--- src/rtl/tmds_decode.sv ---
// TMDS receive channel: token/data decode with 2-cycle latency and a
// control-token word aligner that drives the deserializer bitslip.
module tmds_decode #(
  parameter int CTRL_RUN       = 8,
  parameter int SEARCH_TIMEOUT = 4096,
  parameter int SLIP_WAIT      = 16,
  parameter int LOCK_TIMEOUT   = 16384
) (
  input  logic       clk,
  input  logic       reset,
  input  logic [9:0] din,
  output logic [7:0] dout,
  output logic       c0,
  output logic       c1,
  output logic       de,
  output logic       bitslip,
  output logic       aligned
);

  localparam int TMAX = (SEARCH_TIMEOUT > LOCK_TIMEOUT) ?
                        SEARCH_TIMEOUT : LOCK_TIMEOUT;
  localparam int RW = $clog2(CTRL_RUN) + 1;
  localparam int TW = $clog2(TMAX) + 1;
  localparam int WW = $clog2(SLIP_WAIT) + 1;

  localparam logic [RW-1:0] RUN_LOCK  = RW'(CTRL_RUN);
  localparam logic [TW-1:0] SRCH_LAST = TW'(SEARCH_TIMEOUT - 1);
  localparam logic [TW-1:0] LOCK_LAST = TW'(LOCK_TIMEOUT - 1);
  localparam logic [WW-1:0] WAIT_LAST = WW'(SLIP_WAIT - 1);

  typedef enum logic [1:0] {
    SEARCH,
    SLIP,
    LOCKED
  } state_t;

  state_t        state;
  logic [9:0]    sym;
  logic          is_ctrl;
  logic [1:0]    tok;
  logic [7:0]    d;
  logic [7:0]    dec;
  logic          prev_ctrl;
  logic [1:0]    prev_tok;
  logic [RW-1:0] run_cnt;
  logic [RW-1:0] run_nxt;
  logic [TW-1:0] tmo_cnt;
  logic [WW-1:0] wait_cnt;

  always_comb begin
    is_ctrl = 1'b1;
    tok     = 2'b00;
    unique case (sym)
      10'b1101010100: tok = 2'b00;
      10'b0010101011: tok = 2'b01;
      10'b0101010100: tok = 2'b10;
      10'b1010101011: tok = 2'b11;
      default:        is_ctrl = 1'b0;
    endcase
  end

  always_comb begin
    d      = sym[9] ? ~sym[7:0] : sym[7:0];
    dec    = 8'h00;
    dec[0] = d[0];
    for (int i = 1; i < 8; i++)
      dec[i] = sym[8] ? (d[i] ^ d[i-1]) : ~(d[i] ^ d[i-1]);
  end

  // Run length of identical control tokens; data breaks the run.
  always_comb begin
    if (!is_ctrl)
      run_nxt = '0;
    else if (prev_ctrl && tok == prev_tok)
      run_nxt = (run_cnt == RUN_LOCK) ? run_cnt : run_cnt + 1'b1;
    else
      run_nxt = RW'(1);
  end

  always_ff @(posedge clk or posedge reset) begin
    if (reset) begin
      sym  <= '0;
      dout <= '0;
      c0   <= 1'b0;
      c1   <= 1'b0;
      de   <= 1'b0;
    end else begin
      sym <= din;
      if (is_ctrl) begin
        de        <= 1'b0;
        dout      <= '0;
        {c1, c0}  <= tok;
      end else begin
        de   <= 1'b1;
        dout <= dec;
      end
    end
  end

  always_ff @(posedge clk or posedge reset) begin
    if (reset) begin
      state     <= SEARCH;
      run_cnt   <= '0;
      tmo_cnt   <= '0;
      wait_cnt  <= '0;
      prev_ctrl <= 1'b0;
      prev_tok  <= 2'b00;
      bitslip   <= 1'b0;
      aligned   <= 1'b0;
    end else begin
      bitslip   <= 1'b0;
      prev_ctrl <= is_ctrl;
      prev_tok  <= tok;
      case (state)
        SEARCH: begin
          run_cnt <= run_nxt;
          if (tmo_cnt != SRCH_LAST)
            tmo_cnt <= tmo_cnt + 1'b1;
          if (run_nxt == RUN_LOCK) begin
            state   <= LOCKED;
            aligned <= 1'b1;
            run_cnt <= '0;
            tmo_cnt <= '0;
          end else if (tmo_cnt == SRCH_LAST) begin
            state    <= SLIP;
            bitslip  <= 1'b1;
            run_cnt  <= '0;
            tmo_cnt  <= '0;
            wait_cnt <= '0;
          end
        end
        SLIP: begin
          if (wait_cnt == WAIT_LAST) begin
            state    <= SEARCH;
            wait_cnt <= '0;
            run_cnt  <= '0;
            tmo_cnt  <= '0;
          end else begin
            wait_cnt <= wait_cnt + 1'b1;
          end
        end
        LOCKED: begin
          if (is_ctrl) begin
            tmo_cnt <= '0;
          end else if (tmo_cnt == LOCK_LAST) begin
            state   <= SEARCH;
            aligned <= 1'b0;
            tmo_cnt <= '0;
            run_cnt <= '0;
          end else begin
            tmo_cnt <= tmo_cnt + 1'b1;
          end
        end
        default: begin
          state   <= SEARCH;
          aligned <= 1'b0;
        end
      endcase
    end
  end

endmodule
--- config.mk ---
export PLATFORM = sky130hd
export DESIGN_NAME = tmds_decode
export DESIGN_NICKNAME = d
export VERILOG_FILES = /design/src/rtl/tmds_decode.sv
export SDC_FILE = /design/constraint.sdc
export NUM_CORES = 1
export LEC_CHECK = 0
export CAP_MARGIN = 25
export CORE_ASPECT_RATIO = 1.4
export CORE_UTILIZATION = 55
export CTS_BUF_LIST = sky130_fd_sc_hd__clkbuf_4 sky130_fd_sc_hd__clkbuf_8
export CTS_CLUSTER_SIZE = 20
export DETAILED_ROUTE_END_ITERATION = 10
export PLACE_DENSITY = 0.84
export SLEW_MARGIN = 20
export SYNTH_ARGS = -nofsm -noshare
export SYNTH_HDL_FRONTEND = slang
export SYNTH_SLANG_ARGS = --single-unit
--- constraint.sdc ---
create_clock -name clk -period 2.68 [get_ports clk]
set_clock_uncertainty 0.2 [all_clocks]
set_input_delay 0.402 -clock clk [delete_from_list [all_inputs] [get_ports clk]]
set_output_delay 0.402 -clock clk [all_outputs]
set_load 0.01 [all_outputs]
==> metrics.cfg, run 1 <==
[worst_setup_path]
reg2regPathDepth=9
cp-start-kind=flip-flop
path_buf_inv=2
startpoint=run_cnt[0]
r2r-start=run_cnt[0]
crit_path_top_delay_cell=dfrtp_2
arrival_ns=2.52
path_cells=inv_1 -> ha_1 -> nor2b_1 -> o221ai_1 -> a211oi_1 -> buf_4 -> nand4_4 -> a31oi_1 -> o22ai_1
critPathTopFamily=compound AO/OA/AOI/OAI gates
cp_data_required_time_ns=2.67
crit_type=reg2reg
critPathMaxFanout=17
crit_end=tmo_cnt[3]
r2r-end=tmo_cnt[3]
slowest_delay_ns=0.46
cp.depth=9
reg2reg_slack_ns=0.16
cp-end-kind=flip-flop

[sta]
fin_crit_sh_pct=94.1
rsz0062_at_grt=false
relSlewSlack_pct=63.2
setup_viol=0
slew_violations=0
tns_ns=0
worst_pin_slew_ns=0.551
holdWs_ns=0.279
fmax_mhz=397
finalHoldViolCount=0
setup_ws_ns=0.159
finalCriticalPeriod_ns=2.52

[logic_synthesis]
synth_fp_nets=301
yosys.area_share.simple_pct=21.5
yosysWarnings=0
synth_top_family_by_area=simple AND/OR/NAND/NOR gates
synth_compound_area_share_pct=16.3
ys_seq_area_share_pct=45.7
synthAdderAreaFrac_pct=3.96
synth.area.mux_share_pct=2.55
syn_area_mm2=0.00285
ys.flop_type=dfrtp_1
synth_xor_area_share_pct=5.23
yosys_register_bits=52
synthCells=280
synth_edf_count=0
synthDistinctLibCells=60
ys_async_sr_fraction_pct=100
syn_area_per_cell_um2=10.2

[route]
via_per_inst=6.09
first_iter_violations=140
drtAntennaViolNets=0
wirelength_um=5850
first_pass_iters=4
avgRoutedWirePerCell_um=15.6
drc=0
vias=2288

[cells_and_area]
drive_gt1_share_pct=13.5
diodes=0
fillerInstances=381
fin_nets=332
area_growth_pct=15.8

[global_route]
grt_max_degree=28
grt.total_usage_pct=23.3
grt_pass1_wl_um=9800
grt_overflow=0
grt_pass1_vias=2228
antenna_found_initial=0

[placed_design]
place.gp.congestion=0.888
pre_cts_slack_ns=0.134
portBuffers=24
hpwlAfterDp_um=4350

[pwr]
finalPower_mw=1.44
powerDensity_mw_per_mm2=435
p_leak_nw=1.45
ir_drop_mv=0.316

[clocking]
cts_tree=built
htreeDepth=2
cts_sinks=52
clk_latency_ns=0.31
cts_root_buffer=clkbuf_8
clkTransAtPathRegs_ns=0.10
cts_hold_buf=0
clk_path_buf_depth=2
cts_made_buffers=5

[worst_hold_path]
hp-class=in2async

[floorplan]
dieArea_mm2=0.00547
fp.coreArea_mm2=0.00492
die_w_um=62.8
die_y_um=87.1
num_rows=30
ios=25
start_util_pct=57.9

[job]
timing.max_cap.violations=0

[outcome]
status=finished, final reports clean

## routing by layer
layer	vias to the layer above	global-route usage (%)	routed length (µm)
li1	1078	-	-
met1	1147	23.4	2290
met2	51	45.6	3280
met3	12	3.66	151
met4	0	12.3	126
met5	-	0	0
## registers in the layout, indices dropped and copies added, names as in the netlist
signal     cells
prev_ctrl      1
c0             1
run_cnt        4
prev_tok       2
aligned        1
de             1
sym           10
c1             1
tmo_cnt       15
wait_cnt       5
dout           8
bitslip        1
state          2
## kinds of logic after synthesis
| family | count (synthesis) |
|---|---|
| and+or+nand+nor | 101 |
| AOI/OAI and AO/OA | 64 |
| DFF | 52 |
| buffers and inverters | 31 |
| xor gates and xnor gates | 17 |
| adders and majority gates | 9 |
| muxes | 6 |
## synthesized netlist by cell type, types with 2 or more instances
| cell | number | share of area, % |
|---|---|---|
| a21o_1 | 3 | 0.79 |
| nor2_2 | 2 | 0.44 |
| a41oi_1 | 2 | 0.62 |
| mux2i_1 | 3 | 1.1 |
| o21a_1 | 2 | 0.53 |
| and4bb_2 | 3 | 1.3 |
| a31oi_1 | 7 | 1.5 |
| inv_1 | 20 | 2.6 |
| dfrtp_1 | 52 | 46 |
| o311ai_1 | 4 | 1.2 |
| a211o_1 | 3 | 0.92 |
| nand4_1 | 6 | 1.3 |
| a41oi_2 | 2 | 1.1 |
| xnor2_1 | 12 | 3.7 |
| o211ai_1 | 2 | 0.53 |
| nor2_1 | 14 | 1.8 |
| and2_1 | 5 | 1.1 |
| o21ai_0 | 9 | 1.6 |
| a21oi_1 | 11 | 1.9 |
| nand2_1 | 24 | 3.2 |
| or3_1 | 5 | 1.1 |
| ha_1 | 9 | 4.0 |
| nor3_1 | 5 | 0.88 |
| nand3b_1 | 2 | 0.53 |
| o22ai_1 | 4 | 0.88 |
| nor4_1 | 3 | 0.66 |
| clkbuf_1 | 4 | 0.53 |
| buf_6 | 2 | 0.79 |
| nor2b_1 | 3 | 0.66 |
| nand3_1 | 14 | 2.5 |
| xor2_1 | 5 | 1.5 |
| mux2i_2 | 2 | 0.97 |
| and3_1 | 2 | 0.44 |
| a22o_1 | 3 | 0.92 |
| buf_2 | 3 | 0.53 |
| o31ai_1 | 4 | 1.1 |
## how the worst min path moves through the flow
stage / depth (start not counted) / slack, ns / start / to
finish: 2 / 0.28 / reset / dout[0]
global placement: 1 / 0.27 / wait_cnt[3] / wait_cnt[3]
global route: 1 / 0.31 / din[0] / sym[0]
CTS: 2 / 0.30 / reset / dout[6]
detailed placement: 1 / 0.29 / c1 / c1
floorplan: 0 / 0.23 / din[0] / sym[0]
## stage by stage
stage | std cells | utilization (%) | cell area (µm²)
2_1_floorplan | 280 | - | 2850
3_5_place_dp | 366 | 64.7 | 3180
3_3_place_gp | 366 | 64.7 | 3180
6_report | 376 | 67.0 | 3300
5_1_grt | 376 | 67.0 | 3300
4_1_cts | 374 | 66.6 | 3280
## cell type report
cell class	count	area [µm²]	share of cell area, %
sequential	52	1300	39.5
clock inverter	3	28.8	0.873
inverter	22	85.1	2.58
timing repair buffer	33	320	9.72
clock buffer	5	68.8	2.09
multi-input combinational	197	1410	42.8
tap	64	80.1	2.43
## report_power, final
group          total (mW)  leakage (nW)  internal [mW]  switching [mW]
clock network       0.484        0.0511          0.198           0.286
logic               0.125         0.731         0.0716          0.0531
registers           0.827         0.664          0.810          0.0167
total                1.44          1.45           1.08           0.356
## worst reg2reg max path: cells and delay by family (launching register included)
kind / cells / cell delay [ns]
AOI/OAI and AO/OA: 4 / 0.86
adders and majority gates: 1 / 0.20
buffers and inverters: 2 / 0.27
DFF: 1 / 0.46
and+or+nand+nor: 2 / 0.42
## timing repair
action                                  4_1_cts  5_1_grt
gates resized for setup                       0        3
buffers inserted                              0        2
endpoints found under the setup margin        0       11
## placed cells by master (no fill, tap or decap), types with 4 or more instances in the layout
cell	Yosys	routed
dfrtp_1	52	51
clkdlybuf4s50_1	0	24
nand2_1	24	23
inv_1	20	19
nand3_1	14	14
nor2_1	14	14
xnor2_1	12	12
a21oi_1	11	11
o21ai_0	9	9
ha_1	9	9
buf_4	0	8
a31oi_1	7	7
nand4_1	6	6
and2_1	5	5
or3_1	5	5
nor3_1	5	5
xor2_1	5	5
clkbuf_8	0	5
o22ai_1	4	4
o31ai_1	4	4
o311ai_1	4	4
Power figures use the tool's default switching activity.
==> run 2: changes to the inputs <==
Settings changed: CAP_MARGIN 25 to not set, GPL_TIMING_DRIVEN set to 0.
==> metrics.cfg, run 2 (same netlist as run 1, synthesis figures left out) <==
[cells_and_area]
largest_register_ffs=15  ; unchanged
fillerInstances=395  ; was 381
drive_gt1_share_pct=12.1  ; was 13.5%
regArea_mm2=0.00130  ; about the same
instances_no_fill=377  ; was 376
diodes=0  ; unchanged
multi_input_area_mm2=0.00141  ; about the same
fin_nets=333  ; was 332
area_growth_pct=15.6  ; was 15.8%
postLayoutCellArea_mm2=0.00329  ; was 0.00330 mm²
layout_common_cells=52 x dfrtp_1, 24 x nand2_1, 24 x clkdlybuf4s50_1, 19 x inv_1  ; was 51 x dfrtp_1, 24 x clkdlybuf4s50_1, 23 x nand2_1, 19 x inv_1
largest-register=tmo_cnt  ; unchanged
reg.largest.list=tmo_cnt x15, sym x10, dout x8  ; unchanged
fin_util_pct=66.9  ; was 67.0%
final_common_cell=dfrtp_1  ; unchanged

[floorplan]
die_y_um=87.1  ; unchanged
die_w_um=62.8  ; unchanged
fp.coreArea_mm2=0.00492  ; unchanged
dieArea_mm2=0.00547  ; unchanged
start_util_pct=57.9  ; unchanged
num_rows=30  ; unchanged
ios=25  ; unchanged

[clocking]
htreeDepth=2  ; unchanged
clk_path_buf_depth=2  ; unchanged
cts_made_buffers=5  ; unchanged
clkTransAtPathRegs_ns=0.11  ; was 0.10 ns
cts_root_buffer=clkbuf_8  ; unchanged
clk_latency_ns=0.31  ; about the same
cts_setup_buffers=0  ; unchanged
cts_sinks=52  ; unchanged
cts_tree=built  ; unchanged

[worst_setup_path]
critPathMaxFanout=7  ; was 17
reg2regPathDepth=8  ; was 9
arrival_ns=2.53  ; was 2.52 ns
reg2reg_slack_ns=0.16  ; about the same
crit_type=reg2reg  ; unchanged
cp-end-kind=flip-flop  ; unchanged
r2r-end=wait_cnt[0]  ; was tmo_cnt[3]
cp-start-kind=flip-flop  ; unchanged
cp_data_required_time_ns=2.69  ; was 2.67 ns
r2r-start=sym[8]  ; was run_cnt[0]

[sta]
relSlewSlack_pct=61.6  ; was 63.2%
slew_violations=0  ; unchanged
rsz0062_at_grt=false  ; unchanged
worst_pin_slew_ns=0.571  ; was 0.551 ns
setup_ws_ns=0.163  ; was 0.159 ns
fmax_mhz=397  ; about the same
finalHoldViolCount=0  ; unchanged
holdWs_ns=0.219  ; was 0.279 ns
setup_viol=0  ; unchanged
tns_ns=0  ; unchanged
fin_crit_sh_pct=93.9  ; was 94.1%
finalCriticalPeriod_ns=2.52  ; about the same

[global_route]
grt_max_degree=31  ; was 28
antenna_found_initial=0  ; unchanged
grt_pass1_vias=2156  ; was 2,228
grt.total_usage_pct=23.0  ; was 23.3%
grt_pass1_wl_um=9760  ; was 9800 µm
grt_overflow=0  ; unchanged

[job]
timing.max_cap.violations=0  ; unchanged

[placed_design]
place_area_mm2=0.00319  ; was 0.00318 mm²
hpwlAfterDp_um=4340  ; was 4350 µm
place_inst=369  ; was 366
pre_cts_slack_ns=0.0670  ; was 0.134 ns
portBuffers=24  ; unchanged
place.gp.congestion=0.809  ; was 0.888

[route]
wl_met1_um=2220  ; was 2290 µm
first_pass_iters=4  ; unchanged
wirelength_um=5730  ; was 5850 µm
first_iter_violations=142  ; was 140
dr.max_layer_used=met4  ; unchanged
via_per_inst=5.84  ; was 6.09
avgRoutedWirePerCell_um=15.2  ; was 15.6 µm
wl_met3_um=134  ; was 151 µm
drc=0  ; unchanged
vias=2203  ; was 2,288
drtAntennaViolNets=0  ; unchanged
route.met2.wl_um=3290  ; was 3280 µm

[worst_hold_path]
hp-class=in2async  ; unchanged

[pwr]
pwr-share-clk_pct=34.1  ; was 33.7%
finalPower_mw=1.45  ; was 1.44 mW
p_sw_uw=364  ; was 356 µW
p_leak_nw=1.44  ; was 1.45 nW
ir_drop_mv=0.301  ; was 0.316 mV
powerDensity_mw_per_mm2=439  ; was 435 mW/mm²
swShare_pct=25.2  ; was 24.8%
seq_power_share_pct=56.9  ; was 57.6%
internal_power_mw=1.08  ; about the same
power_frac_comb_pct=9.0  ; was 8.7%

[outcome]
status=finished, final reports clean  ; unchanged

[run 2: layout make-up]
| type | instances | share of cell area (%) |
|---|---|---|
| Multi-Input combinational cell | 197 | 42.9 |
| Clock inverter | 3 | 0.875 |
| Sequential cell | 52 | 39.5 |
| Timing Repair Buffer | 25 | 7.91 |
| Clock buffer | 5 | 2.09 |
| Tap cell | 64 | 2.43 |
| Buffer | 9 | 1.63 |
| Inverter | 22 | 2.59 |
[run 2: worst max-delay path, stage by stage (launching register included)]
cell      delay (ns)
dfrtp_1         0.39
buf_6           0.13
and4bb_1        0.34
nand3_4         0.13
inv_2           0.11
mux2i_2         0.33
a41oi_1         0.24
nor2_2          0.22
mux2_4          0.32
[run 2: timing repair]
item / 4_1_cts / 5_1_grt
hold buffers: 0 / 0
resized for setup: 0 / 3
hold endpoints to repair: 0 / 0
setup endpoints to repair: 0 / 13
[run 2: metal layers]
layer | vias up | global-route usage (%)
met5 | - | 0
met4 | 0 | 8.25
met3 | 8 | 3.27
met2 | 42 | 45.4
met1 | 1070 | 24.5
li1 | 1083 | -
[run 2: how the worst max path moves through the flow]
stage / from / end / slack [ns]
finish: sym[8] / wait_cnt[0] / 0.16
global route: state[1] / tmo_cnt[11] / 0.02
CTS: run_cnt[0] / wait_cnt[0] / 0.07
detailed placement: run_cnt[0] / wait_cnt[0] / 0.07
global placement: reset / run_cnt[1] / -0.10
floorplan: run_cnt[0] / wait_cnt[0] / 0.32
[run 2: power groups by stage]
stage	sequential (mW)	combinational (mW)	clock (mW)
3_5_place_dp	0.839	0.132	0
2_1_floorplan	0.847	0.0542	0
4_1_cts	0.823	0.133	0.501
5_1_grt	0.826	0.142	0.525
6_report	0.823	0.130	0.493
3_3_place_gp	0.838	0.125	0
==> run 3: changes to the inputs <==
Settings changed: CORE_MARGIN set to 2, RECOVER_POWER set to 50.
==> metrics.cfg, run 3 (same netlist as run 1, synthesis figures left out) <==
[global_route]
antenna_found_initial=0  ; unchanged
grt_pass1_vias=2103  ; was 2,156
grt_overflow=0  ; unchanged
grt_pass1_wl_um=9460  ; was 9760 µm
grt.total_usage_pct=21.2  ; was 23.0%
grt_max_degree=32  ; was 31

[clocking]
clkTransAtPathRegs_ns=0.10  ; was 0.11 ns
clk_latency_ns=0.32  ; was 0.31 ns
cts_made_buffers=5  ; unchanged
cts_sinks=52  ; unchanged
cts_hold_buf=0  ; unchanged
cts_tree=built  ; unchanged
clk_path_buf_depth=2  ; unchanged
htreeDepth=2  ; unchanged
cts_root_buffer=clkbuf_8  ; unchanged

[pwr]
p_leak_nw=1.43  ; was 1.44 nW
ir_drop_mv=0.263  ; was 0.301 mV
powerDensity_mw_per_mm2=437  ; was 439 mW/mm²

[cells_and_area]
diodes=0  ; unchanged
largest-register=tmo_cnt  ; unchanged
largest_register_ffs=15  ; unchanged
drive_gt1_share_pct=12.1  ; unchanged
reg.largest.list=tmo_cnt x15, sym x10, dout x8  ; unchanged
final_common_cell=dfrtp_1  ; unchanged
fin_nets=333  ; unchanged
area_growth_pct=15.3  ; was 15.6%
layout_common_cells=51 x dfrtp_1, 24 x nand2_1, 20 x inv_1, 14 x nand3_1  ; was 52 x dfrtp_1, 24 x nand2_1, 24 x clkdlybuf4s50_1, 19 x inv_1
instances_no_fill=379  ; was 377

[floorplan]
fp.coreArea_mm2=0.00508  ; was 0.00492 mm²
ios=25  ; unchanged
die_w_um=64.8  ; was 62.8 µm
dieArea_mm2=0.00577  ; was 0.00547 mm²
die_y_um=89.1  ; was 87.1 µm
num_rows=31  ; was 30
start_util_pct=56.0  ; was 57.9%

[worst_setup_path]
crit_type=reg2reg  ; unchanged
path_cells=buf_6 -> and4bb_1 -> nand3_4 -> inv_2 -> mux2i_2 -> a41oi_1 -> nor2_2 -> mux2_4  ; unchanged
arrival_ns=2.54  ; was 2.53 ns
cp-end-kind=flip-flop  ; unchanged
cp-start-kind=flip-flop  ; unchanged
crit_path_top_delay_cell=dfrtp_1  ; unchanged
slowest_delay_ns=0.38  ; was 0.39 ns
cp_data_required_time_ns=2.68  ; was 2.69 ns
critPathMaxFanout=7  ; unchanged

[route]
first_pass_iters=4  ; unchanged
wirelength_um=5630  ; was 5730 µm
drtAntennaViolNets=0  ; unchanged
first_iter_violations=133  ; was 142
via_per_inst=5.86  ; was 5.84
avgRoutedWirePerCell_um=14.9  ; was 15.2 µm
drc=0  ; unchanged
vias=2221  ; was 2,203

[sta]
finalHoldViolCount=0  ; unchanged
tns_ns=0  ; unchanged
fin_crit_sh_pct=94.6  ; was 93.9%
fmax_mhz=394  ; was 397 MHz
rsz0062_at_grt=false  ; unchanged
worst_pin_slew_ns=0.773  ; was 0.571 ns
relSlewSlack_pct=48.4  ; was 61.6%
finalCriticalPeriod_ns=2.54  ; was 2.52 ns
holdWs_ns=0.292  ; was 0.219 ns
slew_violations=0  ; unchanged
setup_viol=0  ; unchanged
setup_ws_ns=0.144  ; was 0.163 ns

[placed_design]
portBuffers=24  ; unchanged
pre_cts_slack_ns=0.0857  ; was 0.0670 ns
place.gp.congestion=0.897  ; was 0.809
hpwlAfterDp_um=4190  ; was 4340 µm
place_inst=371  ; was 369

[worst_hold_path]
hp-class=reg2reg  ; was in2async

[outcome]
status=finished, final reports clean  ; unchanged

[job]
timing.max_cap.violations=0  ; unchanged

[run 3: changes by cell type in the layout (fill, tap and decap cells not counted), sizes merged]
cell / previous run / this run
dlygate4sd3: 0 / 11
clkdlybuf4s50: 24 / 13
[run 3: path summary, 6_finish.rpt]
kind	slack, ns	from	cells past startpoint	to
setup / recovery	0.14	sym[8]	8	wait_cnt[0]
hold / removal	0.29	wait_cnt[3]	1	wait_cnt[3]
setup reg to reg	0.14	sym[8]	8	wait_cnt[0]
hold reg to reg	0.29	wait_cnt[3]	1	wait_cnt[3]
max in group asynchronous	0.57	reset	3	run_cnt[0]
min in group asynchronous	0.43	reset	2	tmo_cnt[6]
[run 3: stage by stage]
step           utilization [%]  power [mW]  area [µm²]
2_1_floorplan                -       0.901        2850
3_3_place_gp              62.4       0.963        3170
3_5_place_dp              62.8       0.972        3190
4_1_cts                   64.7        1.46        3290
5_1_grt                   64.6        1.49        3280
6_report                  64.6        1.43        3280
[run 3: power by group]
part | total (mW) | internal [mW] | switching [mW] | leakage (nW)
Clock | 0.487 | 0.198 | 0.289 | 0.0511
Sequential | 0.823 | 0.810 | 0.0126 | 0.664
Combinational | 0.124 | 0.0672 | 0.0566 | 0.720
Total | 1.43 | 1.07 | 0.358 | 1.43
[run 3: layout make-up]
type                       count  area (µm²)
multi-input combinational    197        1420
clock buffer                   5        68.8
tap                           66        82.6
fill                         396        1800
buffer                         9        52.6
sequential                    52        1300
inverter                      22        85.1
clock inverter                 3        28.8
timing repair buffer          25         245
[run 3: worst max-delay path: cells and delay by family, from the launching register on]
family / cells / cell delay, ns
and+or+nand+nor: 3 / 0.67
muxes: 2 / 0.67
DFF: 1 / 0.38
AOI/OAI and AO/OA: 1 / 0.25
buffers and inverters: 2 / 0.24
[run 3: timing repair]
item,in CTS,in global routing
resized for setup,0,4
endpoints found under the setup margin,0,16
endpoints found under the hold margin,0,0
buffers inserted,0,0
[run 3: per-layer routing]
| layer | vias up | GRT usage (%) | share of wire, % | wire length [µm] |
|---|---|---|---|---|
| met1 | 1080 | 24.9 | 41 | 2300 |
| met2 | 52 | 38.9 | 55 | 3070 |
| met4 | 0 | 7.54 | 1.6 | 88 |
| li1 | 1082 | - | - | - |
| met5 | - | 0 | 0 | 0 |
| met3 | 7 | 3.53 | 3.0 | 170 |
